`src/rtl/priority_encoder_n_hs_pkg.sv`:
```
// Shared definitions for the N-line handshaked priority encoder:
// selection-mode constants, FSM state type and the index-width helper.
package priority_encoder_n_hs_pkg;

    localparam int PRIO_FIXED = 0;
    localparam int PRIO_RR    = 1;

    // IDLE: nothing presented; HOLD: out_idx is presented with out_valid=1.
    typedef enum logic {
        ST_IDLE = 1'b0,
        ST_HOLD = 1'b1
    } enc_state_t;

    // Width of an index into n lines; never below 1 bit.
    function automatic int idx_width(input int n);
        return (n < 2) ? 1 : $clog2(n);
    endfunction

endpackage

```
`src/rtl/prio_pick_n.sv`:
```
// Combinational find-first-set over an N-bit vector. The search starts at
// 'start' and walks upward (DESCEND=0) or downward (DESCEND=1), wrapping
// modulo N, so the returned index is always < N.
module prio_pick_n #(
    parameter int N       = 8,
    parameter int W       = 3,
    parameter bit DESCEND = 1'b0
) (
    input  logic [N-1:0] vec,
    input  logic [W-1:0] start,
    output logic [W-1:0] idx,
    output logic         found
);

    // Scan all N positions in search order and keep the first hit.
    always_comb begin
        int pos;
        idx   = '0;
        found = 1'b0;
        pos   = 0;
        for (int i = 0; i < N; i++) begin
            if (DESCEND) begin
                pos = (int'(start) + N - i) % N;
            end else begin
                pos = (int'(start) + i) % N;
            end
            if (!found && ((vec & (N'(1) << pos)) != '0)) begin
                idx   = W'(pos);
                found = 1'b1;
            end
        end
    end

endmodule

```
`src/rtl/priority_encoder_n_hs.sv`:
```
// Registered N-line priority encoder with a valid/ready output.
// Requests are sticky-latched in 'pending' and presented one at a time.
//
// Handshake: out_valid/out_idx are registered and, once out_valid is high,
// stay stable until out_valid & out_ready is seen at a rising edge; that edge
// clears the granted bit (unless req_in re-asserts it in the same cycle) and
// either loads the next index from the remaining bits or returns to IDLE.
// out_ready while out_valid is low is ignored. out_valid mirrors the FSM state.
module priority_encoder_n_hs
    import priority_encoder_n_hs_pkg::*;
#(
    parameter  int N       = 8,
    parameter  int RR_MODE = PRIO_FIXED,
    localparam int W       = idx_width(N)
) (
    input  logic         clk,
    input  logic         rst,
    input  logic [N-1:0] req_in,
    output logic         out_valid,
    output logic [W-1:0] out_idx,
    input  logic         out_ready,
    output logic [N-1:0] pending
);

    enc_state_t   state;
    logic         handshake;
    logic [N-1:0] served;
    logic [N-1:0] rem;
    logic [W-1:0] pick_idx;
    logic         pick_found;

    assign out_valid = (state == ST_HOLD);
    assign handshake = (state == ST_HOLD) && out_ready;
    assign served    = handshake ? (N'(1) << out_idx) : '0;
    // In IDLE nothing is served, so rem is simply pending; new req_in is not
    // part of this cycle's pick.
    assign rem       = pending & ~served;

    generate
        if (RR_MODE == PRIO_RR) begin : g_rr
            logic [W-1:0] ptr;
            logic [W-1:0] rr_base;
            logic [W-1:0] rr_start;

            // On a handshake the index being granted becomes the new "last
            // served" position, so the next search begins just after it.
            assign rr_base  = handshake ? out_idx : ptr;
            assign rr_start = (rr_base == W'(N - 1)) ? '0 : rr_base + W'(1);

            prio_pick_n #(.N(N), .W(W), .DESCEND(1'b0)) u_pick (
                .vec   (rem),
                .start (rr_start),
                .idx   (pick_idx),
                .found (pick_found)
            );

            // Round-robin pointer: last granted index, reset to N-1 so the
            // first search starts at line 0.
            always_ff @(posedge clk) begin
                if (rst) begin
                    ptr <= W'(N - 1);
                end else if (handshake) begin
                    ptr <= out_idx;
                end
            end
        end else begin : g_fixed
            prio_pick_n #(.N(N), .W(W), .DESCEND(1'b1)) u_pick (
                .vec   (rem),
                .start (W'(N - 1)),
                .idx   (pick_idx),
                .found (pick_found)
            );
        end
    endgenerate

    // Pending register and presentation FSM.
    always_ff @(posedge clk) begin
        if (rst) begin
            pending <= '0;
            state   <= ST_IDLE;
            out_idx <= '0;
        end else begin
            pending <= rem | req_in;
            case (state)
                ST_IDLE: begin
                    if (pick_found) begin
                        out_idx <= pick_idx;
                        state   <= ST_HOLD;
                    end
                end
                ST_HOLD: begin
                    if (out_ready) begin
                        if (pick_found) begin
                            out_idx <= pick_idx;
                        end else begin
                            state <= ST_IDLE;
                        end
                    end
                end
            endcase
        end
    end

endmodule
```
`config.mk`:
```
export PLATFORM = sky130hd
export DESIGN_NAME = priority_encoder_n_hs
export DESIGN_NICKNAME = d
export VERILOG_FILES = /design/src/rtl/priority_encoder_n_hs_pkg.sv /design/src/rtl/prio_pick_n.sv /design/src/rtl/priority_encoder_n_hs.sv
export SDC_FILE = /design/constraint.sdc
export NUM_CORES = 1
export LEC_CHECK = 0
export CORE_MARGIN = 2
export CORE_UTILIZATION = 50
export CTS_CLUSTER_SIZE = 20
export DETAILED_ROUTE_END_ITERATION = 7
export GPL_ROUTABILITY_DRIVEN = 0
export PLACE_DENSITY = 0.74
export SETUP_SLACK_MARGIN = 0.05
export SLEW_MARGIN = 10
export SYNTH_ARGS = -nofsm -noshare
export SYNTH_HDL_FRONTEND = slang
export SYNTH_HIERARCHICAL = 1
export SYNTH_SLANG_ARGS = --single-unit
```
`constraint.sdc`:
```
create_clock -name clk -period 3.58 [get_ports clk]
set_clock_uncertainty 0.05 [all_clocks]
set_input_delay 0.716 -clock clk [delete_from_list [all_inputs] [get_ports clk]]
set_output_delay 0.716 -clock clk [all_outputs]
set_load 0.02 [all_outputs]
```
==> run_results.csv <==
group,metric,value,unit
sta,drv_slew,0,
floorplan,dieArea,3120,µm²
synthesis,muxShareOfSynthArea,10.9,%
pwr,p_per_area,335,nW/µm²
synthesis,syn_inst,149,
final_layout,instances_no_fill,227,
critical_path,crit_slowest_cell,"clkdlybuf4s50_1",
clock_tree,clock-sinks,12,
grt,overflow,0,
critical_path,crit_chain,"clkdlybuf4s50_1 -> nand3_1 -> o21a_1 -> a222oi_1 -> mux2_1 -> o211ai_2 -> or3_1 -> nor3_1 -> nand2_1 -> a22o_1 -> nand2b_1 -> mux2i_1",
synthesis,synth_top_family_by_area,"compound AO/OA/AOI/OAI gates",
synthesis,synthesis.yosys.warnings,6,
synthesis,syn-cell-area,1350,µm²
pwr,fin_total_pwr,579,µW
critical_path,arrival,3.48,ns
place,hpwl,3100,µm
synthesis,syn_area_per_cell,9.04,µm²
sta,rsz0062_at_grt,"no",
synthesis,synth_top_area_share,17.8,%
floorplan,ios,23,
grt,grt_max_degree,16,
sta,holdWs,0.461,ns
drt,viasPerCell,6.31,
floorplan,core-area,2520,µm²
final_layout,diodes,0,
hold_path,hold_depth,2,
critical_path,cp-end-kind,"flip-flop",
synthesis,synth_compound_area_share,35.1,%
sta,fin_crit,3.40,ns
drt,ant_nets,0,
critical_path,cp_max_fo,5,
sta,setup_viol,0,
place,numPortBuffers,22,
critical_path,worstPathRequired,3.67,ns
sta,tns,0,ns
clock_tree,htreeDepth,1,
hold_path,hold_class,"flip-flop to flip-flop",
synthesis,seq_area_frac_synth,17.8,%
final_layout,final_cell_mix,"22 x clkdlybuf4s50_1, 16 x buf_4, 14 x conb_1",
synthesis,synth_adder_area_share,8.36,%
drt,first_pass_iters,6,
critical_path,cp_top_family,"simple AND/OR/NAND/NOR gates",
clock_tree,clk_path_buf_depth,2,
grt,antenna_found_initial,0,
sta,fmax,294,MHz
critical_path,critical_path_buf_inv_count,1,
clock_tree,clk-insertion-delay-late,0.28,ns
grt,grt_pass1_wl,6700,µm
floorplan,rows,18,
run,max-cap-violations,0,
pwr,p_leak,0.746,nW
critical_path,criticalPathCategory,"primary input to flip-flop",
grt,grt_pass1_vias,1389,
floorplan,start_util,53.4,%
synthesis,synthTopCellsByArea,"dfxtp_1 18%, ha_1 8.4%, mux2i_1 6.7%",
place,numPlacedInstances,224,
final_layout,nets,219,
floorplan,die_y,55.9,µm
drt,wl,3910,µm
clock_tree,clk_pin_slew,0.07,ns
final_layout,drive_gt1_share,19.3,%
clock_tree,numCtsBuffers,3,
clock_tree,clock-root-buffer,"clkbuf_4",
synthesis,synth_largest_area_cell,"dfxtp_1",
drt,drt_iter0_markers,123,
synthesis,synth-seq-cells,12,
critical_path,cp.depth,12,
sta,finalHoldViolCount,0,
floorplan,die_x,55.9,µm
drt,avgRoutedWirePerCell,17.2,µm
sta,min_period_over_period,94.9,%
sta,relSlewSlack,62.4,%
critical_path,rr_worst_depth,11,
grt,track_usage,26.2,%
sta,worst_pin_slew,0.559,ns
final_layout,layout_commonest_cell,"clkdlybuf4s50_1",
clock_tree,cts_tree,"yes",
run_status,status,"completed",
critical_path,max_stage_delay,0.50,ns
clock_tree,ctsHoldBuffers,0,
final_layout,area_growth,28.5,%
synthesis,synth-simple-area-share,16.9,%
synthesis,synth_xor_area_share,4.09,%
synthesis,synth_cell_type_count,44,
drt,drc,0,
pwr,ir_drop,0.410,mV
critical_path,critPathLaunchType,"primary input",
drt,vias,1432,
final_layout,final_util,68.6,%
==> flip-flops by register name (all words and copies together) (netlist names) <==
register and count:
out_idx 3, out_valid 1, pending 8
==> cell families after synthesis <==
group | Yosys count
other | 1
flip-flops | 12
AND/OR/NAND/NOR | 42
adder cells (fa/ha/maj) | 9
multiplexers | 14
buffers and inverters | 12
XOR/XNOR | 2
AO/OA/AOI/OAI | 57
==> through the flow <==
stage,worst slack [ns],cell area (µm²)
floorplan,0.579,1400
global placement,0.105,1710
detailed placement,-0.0497,1710
CTS,0.234,1730
global route,0.0580,1730
finish,0.183,1730
==> report_power, final <==
part / leakage, nW / internal, mW / switching (mW)
logic: 0.632 / 0.157 / 0.172
registers: 0.100 / 0.149 / 0.0172
clock network: 0.0138 / 0.0390 / 0.0453
total: 0.746 / 0.345 / 0.234
==> what timing repair did <==
item,4_1_cts,5_1_grt
buffers inserted,0,0
resized for setup,0,1
setup endpoints to repair,0,1
==> tightest hold or removal path: stages (launching register included) <==
cell      delay (ns)
dfxtp_1         0.34
nand2b_1        0.07
mux2i_1         0.06
==> layout make-up <==
cell class,instances,area [µm²]
fill,223,792
tap,30,37.5
timing repair buffer,38,340
multi-input combinational,138,1070
clock buffer,3,22.5
sequential,12,240
inverter,6,22.5
==> Yosys cell counts, drive strengths merged <==
master  number
a211oi       4
a21boi       1
a21o         2
a21oi        7
a221o        1
a221oi       3
a222oi       8
a22o         1
a22oi        4
a31oi        1
buf          3
clkbuf       3
conb         1
dfxtp       12
ha           9
inv          6
mux2         5
mux2i        9
nand2       13
nand2b       8
nand3        5
nand3b       1
nor2         6
nor2b        1
nor3         4
nor4         2
nor4b        1
o211a        1
o211ai       2
o21a         7
o21ai        2
o21ba        8
o221ai       2
o311ai       1
o31a         2
or3          1
xnor2        2
==> routing by layer <==
metal	track usage, %	vias up	share of wire, %
li1	-	670	-
met1	35.8	683	42
met2	42.5	71	49
met3	4.65	8	7.6
met4	7.14	0	1.5
met5	0	-	0
==> path summary, 6_finish.rpt <==
path	start	to	slack [ns]
worst max-delay path	out_ready	out_idx[1]	0.18
worst min-delay path	out_idx[2]	out_idx[2]	0.46
worst max register to register	out_idx[1]	out_idx[1]	0.64
worst min register to register	out_idx[2]	out_idx[2]	0.46
(Power assumes the default switching activity.)
